$ cat src/rtl/memory_readout_packer_pkg.sv
// Shared defaults, FSM state encoding and width helpers for the memory readout packer.
package memory_readout_packer_pkg;

  localparam int unsigned DefRowIndexBits = 4;
  localparam int unsigned DefColIndexBits = 3;

  typedef enum logic [2:0] {
    StIdle    = 3'd0,
    StRequest = 3'd1,
    StWait    = 3'd2,
    StEmit    = 3'd3,
    StDone    = 3'd4
  } state_e;

  function automatic int unsigned num_cols(input int unsigned col_bits);
    return 1 << col_bits;
  endfunction

endpackage

$ cat src/rtl/memory_readout_packer_if.sv
// Storage read port plus packed-word output stream of the readout packer.
interface memory_readout_packer_if
  import memory_readout_packer_pkg::*;
#(
  parameter int unsigned RowIndexBits = DefRowIndexBits,
  parameter int unsigned ColIndexBits = DefColIndexBits
);
  localparam int unsigned NumCols = num_cols(ColIndexBits);

  logic                                 read_memory;
  logic [RowIndexBits+ColIndexBits-1:0] read_address;
  logic                                 read_ready;
  logic                                 stored_value;
  logic                                 out_valid;
  logic                                 out_ready;
  logic [RowIndexBits-1:0]              out_row;
  logic [NumCols-1:0]                   out_word;

  modport master (
    output read_memory, read_address, out_valid, out_row, out_word,
    input  read_ready, stored_value, out_ready
  );

  modport slave (
    input  read_memory, read_address, out_valid, out_row, out_word,
    output read_ready, stored_value, out_ready
  );
endinterface

$ cat src/rtl/memory_readout_packer_bit_packer.sv
// Column counter and word register that assemble one row's bits into a packed word.
module memory_readout_packer_bit_packer
  import memory_readout_packer_pkg::*;
#(
  parameter int unsigned ColIndexBits = DefColIndexBits
) (
  input  logic                                clk_i,
  input  logic                                rst_i,
  input  logic                                clear_i,
  input  logic                                capture_i,
  input  logic                                bit_i,
  output logic [ColIndexBits-1:0]             col_o,
  output logic                                last_col_o,
  output logic [num_cols(ColIndexBits)-1:0]   word_o,
  output logic                                word_zero_o
);
  localparam int unsigned NumCols = num_cols(ColIndexBits);
  localparam logic [ColIndexBits-1:0] ColOne = 1;

  logic [ColIndexBits-1:0] col_q, col_d;
  logic [NumCols-1:0]      word_q, word_d, word_cap;

  always_comb begin
    word_cap        = word_q;
    word_cap[col_q] = bit_i;
    col_d           = col_q;
    word_d          = word_q;
    if (clear_i) begin
      col_d  = '0;
      word_d = '0;
    end else if (capture_i) begin
      word_d = word_cap;
      // Column holds at the last bit; only a row advance clears it.
      if (!last_col_o) col_d = col_q + ColOne;
    end
  end

  always_ff @(posedge clk_i or posedge rst_i) begin
    if (rst_i) begin
      col_q  <= '0;
      word_q <= '0;
    end else begin
      col_q  <= col_d;
      word_q <= word_d;
    end
  end

  assign col_o       = col_q;
  assign last_col_o  = (col_q == {ColIndexBits{1'b1}});
  assign word_o      = word_q;
  // Zero test includes the bit arriving this cycle.
  assign word_zero_o = (word_cap == '0);

endmodule

$ cat src/rtl/memory_readout_packer.sv
// Walks every storage address with single-bit reads and emits one packed word per row.
module memory_readout_packer
  import memory_readout_packer_pkg::*;
#(
  parameter int unsigned RowIndexBits = DefRowIndexBits,
  parameter int unsigned ColIndexBits = DefColIndexBits,
  parameter bit          SkipEmpty    = 1'b0
) (
  input  logic                    clk_i,
  input  logic                    rst_i,
  input  logic                    start_i,
  output logic                    busy_o,
  output logic [RowIndexBits:0]   words_emitted_o,
  output logic                    done_o,
  output logic                    protocol_error_o,
  memory_readout_packer_if.master bus
);
  localparam int unsigned NumCols = num_cols(ColIndexBits);
  localparam logic [RowIndexBits-1:0] RowOne   = 1;
  localparam logic [RowIndexBits:0]   WordsOne = 1;

  state_e                  state_q, state_d;
  logic [RowIndexBits-1:0] row_q, row_d;
  logic [RowIndexBits:0]   words_q, words_d;
  logic                    perr_q, perr_d;

  logic                    clear, capture, last_col, word_zero, last_row;
  logic [ColIndexBits-1:0] col;
  logic [NumCols-1:0]      word;

  memory_readout_packer_bit_packer #(
    .ColIndexBits (ColIndexBits)
  ) u_bit_packer (
    .clk_i       (clk_i),
    .rst_i       (rst_i),
    .clear_i     (clear),
    .capture_i   (capture),
    .bit_i       (bus.stored_value),
    .col_o       (col),
    .last_col_o  (last_col),
    .word_o      (word),
    .word_zero_o (word_zero)
  );

  assign last_row = (row_q == {RowIndexBits{1'b1}});

  always_comb begin
    state_d = state_q;
    row_d   = row_q;
    words_d = words_q;
    clear   = 1'b0;
    capture = 1'b0;
    // A response is only legal while a request is outstanding.
    perr_d  = perr_q | (bus.read_ready && (state_q != StWait));
    unique case (state_q)
      StIdle: begin
        if (start_i) begin
          state_d = StRequest;
          row_d   = '0;
          words_d = '0;
          clear   = 1'b1;
        end
      end
      StRequest: state_d = StWait;
      StWait: begin
        if (bus.read_ready) begin
          capture = 1'b1;
          if (!last_col) begin
            state_d = StRequest;
          end else if (SkipEmpty && word_zero) begin
            if (last_row) begin
              state_d = StDone;
            end else begin
              state_d = StRequest;
              row_d   = row_q + RowOne;
              clear   = 1'b1;
            end
          end else begin
            state_d = StEmit;
          end
        end
      end
      StEmit: begin
        if (bus.out_ready) begin
          words_d = words_q + WordsOne;
          if (last_row) begin
            state_d = StDone;
          end else begin
            state_d = StRequest;
            row_d   = row_q + RowOne;
            clear   = 1'b1;
          end
        end
      end
      StDone:  state_d = StIdle;
      default: state_d = StIdle;
    endcase
  end

  always_ff @(posedge clk_i or posedge rst_i) begin
    if (rst_i) begin
      state_q <= StIdle;
      row_q   <= '0;
      words_q <= '0;
      perr_q  <= 1'b0;
    end else begin
      state_q <= state_d;
      row_q   <= row_d;
      words_q <= words_d;
      perr_q  <= perr_d;
    end
  end

  assign busy_o           = (state_q != StIdle);
  assign done_o           = (state_q == StDone);
  assign words_emitted_o  = words_q;
  assign protocol_error_o = perr_q;

  assign bus.read_memory  = (state_q == StRequest);
  assign bus.read_address = (state_q == StRequest) ? {row_q, col} : '0;
  assign bus.out_valid    = (state_q == StEmit);
  assign bus.out_row      = (state_q == StEmit) ? row_q : '0;
  assign bus.out_word     = (state_q == StEmit) ? word : '0;

endmodule

$ cat src/flat_wrapper.sv
// flat-port wrapper written by rule: the top's interface ports become plain ports
module memory_readout_packer_flat import memory_readout_packer_pkg::*;
#(
  parameter int unsigned RowIndexBits = DefRowIndexBits,
  parameter int unsigned ColIndexBits = DefColIndexBits,
  parameter bit          SkipEmpty    = 1'b0
)
  (clk_i, rst_i, start_i, busy_o, words_emitted_o, done_o, protocol_error_o, bus_read_memory, bus_read_address, bus_out_valid, bus_out_row, bus_out_word, bus_read_ready, bus_stored_value, bus_out_ready);
  memory_readout_packer_if #(.RowIndexBits(RowIndexBits), .ColIndexBits(ColIndexBits)) bus_i ();
  input  logic clk_i;
  input  logic rst_i;
  input  logic start_i;
  output logic busy_o;
  output logic [RowIndexBits:0] words_emitted_o;
  output logic done_o;
  output logic protocol_error_o;
  output wire logic [$bits(bus_i.read_memory)-1:0] bus_read_memory;
  output wire logic [$bits(bus_i.read_address)-1:0] bus_read_address;
  output wire logic [$bits(bus_i.out_valid)-1:0] bus_out_valid;
  output wire logic [$bits(bus_i.out_row)-1:0] bus_out_row;
  output wire logic [$bits(bus_i.out_word)-1:0] bus_out_word;
  input wire logic [$bits(bus_i.read_ready)-1:0] bus_read_ready;
  input wire logic [$bits(bus_i.stored_value)-1:0] bus_stored_value;
  input wire logic [$bits(bus_i.out_ready)-1:0] bus_out_ready;
  assign bus_read_memory = bus_i.read_memory;
  assign bus_read_address = bus_i.read_address;
  assign bus_out_valid = bus_i.out_valid;
  assign bus_out_row = bus_i.out_row;
  assign bus_out_word = bus_i.out_word;
  assign bus_i.read_ready = bus_read_ready;
  assign bus_i.stored_value = bus_stored_value;
  assign bus_i.out_ready = bus_out_ready;
  memory_readout_packer #(.RowIndexBits(RowIndexBits), .ColIndexBits(ColIndexBits), .SkipEmpty(SkipEmpty)) u_core (.clk_i(clk_i), .rst_i(rst_i), .start_i(start_i), .busy_o(busy_o), .words_emitted_o(words_emitted_o), .done_o(done_o), .protocol_error_o(protocol_error_o), .bus(bus_i));
endmodule
$ cat config.mk
export PLATFORM = sky130hd
export DESIGN_NAME = memory_readout_packer_flat
export DESIGN_NICKNAME = d
export VERILOG_FILES = /design/src/rtl/memory_readout_packer_pkg.sv /design/src/rtl/memory_readout_packer_if.sv /design/src/rtl/memory_readout_packer_bit_packer.sv /design/src/rtl/memory_readout_packer.sv /design/src/flat_wrapper.sv
export SDC_FILE = /design/constraint.sdc
export NUM_CORES = 1
export LEC_CHECK = 0
export CAP_MARGIN = 20
export CORE_MARGIN = 2
export CORE_UTILIZATION = 35
export DETAILED_ROUTE_END_ITERATION = 12
export MAX_ROUTING_LAYER = met4
export PLACE_DENSITY = 0.56
export SLEW_MARGIN = 20
export SYNTH_ARGS = -nofsm -noshare
export SYNTH_HDL_FRONTEND = slang
export SYNTH_HIERARCHICAL = 1
export SYNTH_SLANG_ARGS = --single-unit
export TNS_END_PERCENT = 30
$ cat constraint.sdc
create_clock -name clk_i -period 4.7 [get_ports clk_i]
set_input_delay 0.47 -clock clk_i [delete_from_list [all_inputs] [get_ports clk_i]]
set_output_delay 0.47 -clock clk_i [all_outputs]
set_load 0.01 [all_outputs]
Word-level counts from Yosys, hierarchy flattened
Index checks and enable logic that the tools add are counted.
{"block": "classes", "addsub": 3, "n_lt_le_gt_ge": 2, "n_eq_ne": 12, "n_mux": 30, "bitwise": 1, "n_reduce_logical": 10}
{"cell": "$mux 8", "n": 3}
{"cell": "$mux 3", "n": 7}
{"cell": "$mux 4", "n": 4}
{"cell": "$pmux 3 s4", "n": 1}
{"cell": "$mux 5", "n": 2}
{"cell": "$pmux 5 s2", "n": 1}
{"cell": "$bwmux 8", "n": 1}
{"cell": "$pmux 4 s2", "n": 1}
{"cell": "$mux 7", "n": 1}
{"cell": "$eq 3x2->1 const B", "n": 2}
{"cell": "$eq 3x3->1 const B", "n": 2}
{"cell": "$mux 1", "n": 6}
{"cell": "$ne 2x2->1 const B", "n": 3}
{"cell": "$reduce_and 3->1", "n": 2}
{"cell": "$add 5x1->5 const B", "n": 1}
{"cell": "$add 4x1->4 const B", "n": 1}
{"cell": "$eq 4x4->1 const B", "n": 1}
{"cell": "$lt 3x4->1 const B", "n": 1}
{"cell": "$ne 2x1->1 const B", "n": 2}
{"cell": "$reduce_and 4->1", "n": 1}
{"cell": "$reduce_bool 2->1", "n": 2}
{"cell": "$add 3x1->3 const B", "n": 1}
{"cell": "$demux 1 s3", "n": 1}
{"cell": "$eq 3x1->1 const B", "n": 1}
{"cell": "9 further kinds", "n": 10}
{"block": "totals", "regBits": 24, "input_bits": 6, "output_inout_bits": 29, "elab_cells": 64}

Depth between registers and ports, before layout
{"block": "depth", "word_depth": 7, "depth_mapped": 7, "ltp_nobuf": 6}

By module
The synthesis kept the hierarchy.
{"mod": "memory_readout_packer", "instances": 1, "cells_each": 100, "area_each_um2": 885.8, "seq_area_each_um2": 325.3}
{"mod": "memory_readout_packer_bit_packer", "instances": 1, "cells_each": 79, "area_each_um2": 720.7, "seq_area_each_um2": 275.3}

Least setup slack after synthesis
OpenSTA, ideal clock, no wires.
{"block": "synth_path", "kind": "reg-to-output", "startpoint": "reg u_core.state_q[2]", "endpoint": "out bus_out_word[0]", "arrival_time_ps": 1184, "required_time_ps": 4230, "setup_slack_ps": 3046, "path_stages_with_launch": 6, "path_buffers": 3, "path_cell_list": "dfrtp_1 buf_6 and3b_1 clkbuf_2 buf_2 and2_1"}
{"block": "synth_via", "elab_chain_len": 2}
{"item": "start: declaration", "line_no": "memory_readout_packer.sv:22", "source": "state_e state_q, state_d;"}
{"item": "start signal: assignment", "line_no": "memory_readout_packer.sv:102", "source": "state_q <= StIdle;"}
{"item": "start signal: assignment", "line_no": "memory_readout_packer.sv:107", "source": "state_q <= state_d;"}
{"item": "$eq 3x2->1"}
{"item": "net bus_out_valid", "line_no": "flat_wrapper.sv:19", "source": "output wire logic [$bits(bus_i.out_valid)-1:0] bus_out_valid;"}
{"item": "$mux 8", "line_no": "memory_readout_packer.sv:123", "source": "assign bus.out_word = (state_q == StEmit) ? word : '0;"}
{"item": "end: declaration", "line_no": "flat_wrapper.sv:21", "source": "output wire logic [$bits(bus_i.out_word)-1:0] bus_out_word;"}
The timed path passes the listed nets, and every way through them passes these cells.

Final worst setup path
{"block": "layout_path", "startpoint": "reg u_core.state_q[1]", "endpoint": "out bus_out_word[7]"}
{"block": "layout_via", "elab_chain_len": 2}
{"item": "$eq 3x2->1", "line_no": "memory_readout_packer.sv:123"}
{"item": "$mux 8", "line_no": "memory_readout_packer.sv:123"}
No other way between the ends.

==> results.md <==
* Outcome: complete, no violations
* Avg Vias per Cell at 5.197
* Die boundary width at 68.29 um
* Die height at 68.29 um
* Synthesized area per cell at 9.213 sq um
* Final non-filler cell total at 234
* Reg-to-reg critical path startpoint: u_core/state_q[0]
* Synthesis Warnings at 6
* Net switching component of the power at 0.3104 mW
* Worst voltage drop across the vdd grid at 0.0001413 V
* GRT Residual Overflow at 0
* Number of maximum-capacitance violations at 0
* Proportion of power drawn by combinational gates at 41.0%
* Wire length of the first global-routing pass at 5057 um
* WP data arrival at 2.17 ns
* Cells resized by post-CTS repair at 0
* Post-route fraction of the period consumed by the critical path at 56.24%
* Global placement routability congestion at 0.8038
* Clock Power Share at 17.3%
* Std cell rows at 23
* Fillcell total at 387
* Num ports at 35
* Sort of element at the end of the critical path: output port
* Worst setup margin at 2.057 ns
* Max Fclk at 378.3 MHz
* Number of global-route vias before repair at 1091
* Placeable Area at 4000 sq um
* Cell family with most CP delay: simple AND/OR/NAND/NOR gates
* Latest clock arrival within the worst-skew pair at 0.26 ns
* Actual transition at the worst max-transition pin at 0.5331 ns
* Required time of the critical path at 4.23 ns
* Pre-CTS setup slack at 2.305 ns
* Final setup fails at 0
* P_leak at 0.8168 nW
* Number of buffers between clock root and the deepest sink at 2
* Total Negative Setup Slacks at 0 ns
* Total via count after detailed routing at 1216
* Inserted Clock Buffers at 3
* Register area at 600.6 sq um
* RSZ-0062 raised after global routing: false
* Proportion of power drawn by flip-flops and latches at 41.7%
* Clock Root Buffer: clkbuf_8
* Clock transition at the registers of the reported paths at 0.08 ns
* Worst stage delay on the critical path at 0.60 ns
* Sinks on the clock net at 24
* Switching share of power at 39.13%
* CP Launch Point: u_core/state_q[1]
* Area growth from synthesis to layout at 26.99%
* Remaining antenna violation count at 0
* Critical Path Fanout Max at 17
* Maximum number of pins on one net before global-route repair at 18
* Worst path bufs/invs at 1
* Nature of the critical path startpoint: flop
* Worst Setup Path Type: flop to output port
* Area used by multi-input combinational logic at 755.7 sq um
* Detailed placer's ending HPWL at 2301 um
* Final hold slack at 0.4640 ns
* Die footprint at 4663 sq um
* Hold-fix buffers at CTS at 0
* Hold Crit Start: u_core/protocol_error_o
* N_diodes at 0
* Number of buffer cells added on primary ports at 34
* Starting Density at 36.16%
* Endpoints failing hold at 0
* First-pass iteration count of the detailed router at 4
* Internal Pwr Total at 0.4830 mW
* Antenna violations before repair at 0
* Max transition margin at 64.46%
* Min-delay worst type: flop to flop
* Nets at 195
* Number of pins exceeding their max-slew limit in the final report at 0
* GRT Util Overall at 14.64%
* TritonCTS clock tree: built
* Cells after Synth at 157
* Share of post-route cells with drive strength above 1 at 4.891%
* DRT Wirelength at 3132 um
* Drt first-iter violations at 55
* Syn nets at 167
* CP max-delay cell: dfrtp_1
* Netlist Area Pre-Place at 1446 sq um
* Cell Pwr Density at 431.9 nW/um^2
* Number of H-tree branching levels at 1
* Average wire per standard cell at 13.38 um
* Postcts setup bufs at 0
* Cell Count Post-Placement at 230
* CP cell instances: and3b_1, and2_1, clkdlybuf4s50_1
* Crit path time final at 2.643 ns
* DRC Markers at 0
* Final clock skew at 0.002155 ns
==> metal layers <==
metal | vias to the layer above | global-route usage [%] | part of all wire, %
met1 | 582 | 18.56 | 46
met5 | - | - | 0
li1 | 594 | - | -
met4 | 0 | 3.000 | 0.61
met2 | 38 | 24.88 | 48
met3 | 2 | 2.138 | 5.2
==> worst paths after layout <==
check	end	cells after the start	slack (ns)
worst max-delay path	bus_out_word[7]	3	2.06
worst min-delay path	u_core/protocol_error_o	1	0.46
worst max register to register	u_core/u_bit_packer/word_o[2]	3	2.89
worst min register to register	u_core/protocol_error_o	1	0.46
max in group asynchronous	u_core/row_q[2]	2	3.80
min in group asynchronous	u_core/u_bit_packer/word_o[5]	2	0.53
==> final cells by class <==
type / count / area share, %
clock buffer: 4 / 2.997
inverter: 6 / 1.226
multi-input combinational: 116 / 41.14
sequential: 24 / 32.70
tap: 50 / 3.406
timing repair buffer: 34 / 18.53
==> state kept, by name, indices dropped and copies added, names as in the netlist <==
| signal | count |
|---|---|
| u_core/protocol_error_o | 1 |
| u_core/u_bit_packer/word_o | 8 |
| u_core/u_bit_packer/col_o | 3 |
| u_core/words_emitted_o | 5 |
| u_core/row_q | 4 |
| u_core/state_q | 3 |
==> cell usage in the layout, fill, tap and decap left out, drive strengths merged, types with 3 or more instances in the layout <==
cell and count:
mux2i 10, nand4 3, and2 19, clkbuf 4, ha 4, nand3 7
a21oi 5, nor2 16, inv 6, clkdlybuf4s50 34, dfrtp 24, nor3 4
nand2 12, o21ai 7, nand2b 5
==> power by group through the flow <==
stage | Combinational, mW | Sequential [mW] | Clock, mW
finish | 0.325 | 0.331 | 0.137
global route | 0.365 | 0.342 | 0.152
CTS | 0.331 | 0.330 | 0.144
detailed placement | 0.330 | 0.334 | 0
global placement | 0.323 | 0.328 | 0
floorplan | 0.249 | 0.296 | 0
==> through the flow <==
stage	total power [mW]	utilization (%)	instance area, sq um
3_3_place_gp	0.6511	44.54	1782
3_5_place_dp	0.6636	44.54	1782
4_1_cts	0.8055	45.92	1837
5_1_grt	0.8585	45.92	1837
6_report	0.7934	45.92	1837
2_1_floorplan	0.5447	-	1446
No activity file was read; power rests on OpenSTA's default activity.
==> patch, RTL diff (same flow settings) <==
Reset style: synchronous (`rst_i`), changed in 2 clocked blocks.
--- a/src/rtl/memory_readout_packer_bit_packer.sv
+++ b/src/rtl/memory_readout_packer_bit_packer.sv
@@ -35,7 +35,7 @@
     end
   end
 
-  always_ff @(posedge clk_i or posedge rst_i) begin
+  always_ff @(posedge clk_i) begin
     if (rst_i) begin
       col_q  <= '0;
       word_q <= '0;
--- a/src/rtl/memory_readout_packer.sv
+++ b/src/rtl/memory_readout_packer.sv
@@ -97,7 +97,7 @@
     endcase
   end
 
-  always_ff @(posedge clk_i or posedge rst_i) begin
+  always_ff @(posedge clk_i) begin
     if (rst_i) begin
       state_q <= StIdle;
       row_q   <= '0;
Formal check against the unedited RTL: differs if rst_i is asserted again (counterexample within 4 cycles, from zero or initial values and one cycle with rst_i high); with rst_i held inactive, the same outputs for 10 cycles.
==> patch against the original RTL <==
- setup slack worse by 0.0076 ns
- sequential cell count did not move
- count of clock-buffer cells in the layout is the same
- final area shrank 4.2%
- synthesized area down 6.3%
- routed wire length shrank 5.9%
- cell count shrank 0.85%
- die area fell by 6.0%
- sequential share of layout area decreased by 5.4 points
- non-clock buffer count unchanged
- critical path type unchanged
- largest cell class unchanged
- highest routed layer unchanged
Power is not compared: it rests on default switching activity, and its combinational part moved more than twofold at a synthesized area within 25%.
==> patch: results (changes against the original RTL) <==
- The total of fill cells in the finished design came to 389 (was 387).
- The maximum net fanout on the critical path was 9 (was 17).
- The net count of the mapped netlist was 165 (was 167).
- The HPWL after detailed placement is 2.109 mm (was 2.301 mm).
- The maximum number of pins on one net before global-route repair was 17 (was 18).
- The cell with the largest stage delay on the worst path is sky130_fd_sc_hd__nor3_1 (was sky130_fd_sc_hd__dfrtp_1).
- The multi-input gate area in the final layout is 804.5 um^2 (was 755.7 um^2).
- The biggest cell delay along the critical path is 0.56 ns (was 0.60 ns).
- The average cell area after synthesis is 8.742 um^2 (was 9.213 um^2).
- The post-placement cell area came to 0.001704 mm^2 (was 0.001782 mm^2).
- The combined global-route utilization of all metal layers is 0.1534 (was 0.1464).
- The first-pass GRT wire length was 5.085 mm (was 5.057 mm).
- The slack of the worst reg-to-reg path came to 2.97 ns (was 2.89 ns).
- The multi-input combinational gate total was 117 (was 116).
- The sequential cell count of the final layout is 24 (unchanged).
- The minimum period implied by the final worst setup slack is 2.651 ns (was 2.643 ns).
- The final weighted congestion in routability-driven placement came to 0.7282 (was 0.8038).
- The share of final layout cell area taken by non-clock buffers came to 0.1935 (was 0.1853).
- The fraction of area in multi-input gates is 0.4573 (was 0.4114).
- The mean number of vias per cell is 5.091 (was 5.197).
- The worst hold slack after final layout is 0.4629 ns (was 0.4640 ns).
- The worst setup slack before clock tree synthesis is 2.280 ns (was 2.305 ns).
- The fraction of final layout cells sized beyond drive strength 1 is 0.07065 (was 0.04891).
- The sequential cell area share is 0.2731 (was 0.3270).
- The number of ordinary inverters in the final layout is 5 (was 6).
- The clock-net power is 0.142 mW.
- The tap cell count is 48 (was 50).
- Outcome: complete, no violations (unchanged).
- The slew of the pin with the lowest slew margin is 0.7040 ns (was 0.5331 ns).
- The remaining antenna violation count after routing is 0 (unchanged).
- The first-pass detailed-route iteration total was 5 (was 4).
-- patch: changes by cell type in the layout (fill, tap and decap cells not counted), sizes merged, moves of 2 or more --
cell / unedited run / this run
a311oi: 0 / 2
nand2: 12 / 8
a31oi: 0 / 2
nand4: 3 / 1
mux2i: 10 / 13
o21ai: 7 / 2
nor2b: 2 / 4
dfrtp: 24 / 0
and3b: 2 / 0
or2: 0 / 2
dfxtp: 0 / 24
o32ai: 0 / 3
-- patch: path summary, 6_finish.rpt --
path | from | to | cells past startpoint
setup reg to reg | u_core/state_q[1] | u_core/u_bit_packer/word_o[0] | 6
setup / recovery | u_core/state_q[0] | bus_read_address[3] | 4
hold / removal | u_core/protocol_error_o | u_core/protocol_error_o | 2
hold reg to reg | u_core/protocol_error_o | u_core/protocol_error_o | 2
-- patch: metal layers --
| metal | GRT usage | share of wire |
|---|---|---|
| met5 | - | 0 |
| met1 | 0.1563 | 0.43 |
| met4 | 0.04592 | 0.011 |
| met2 | 0.2838 | 0.52 |
| met3 | 0.04259 | 0.040 |
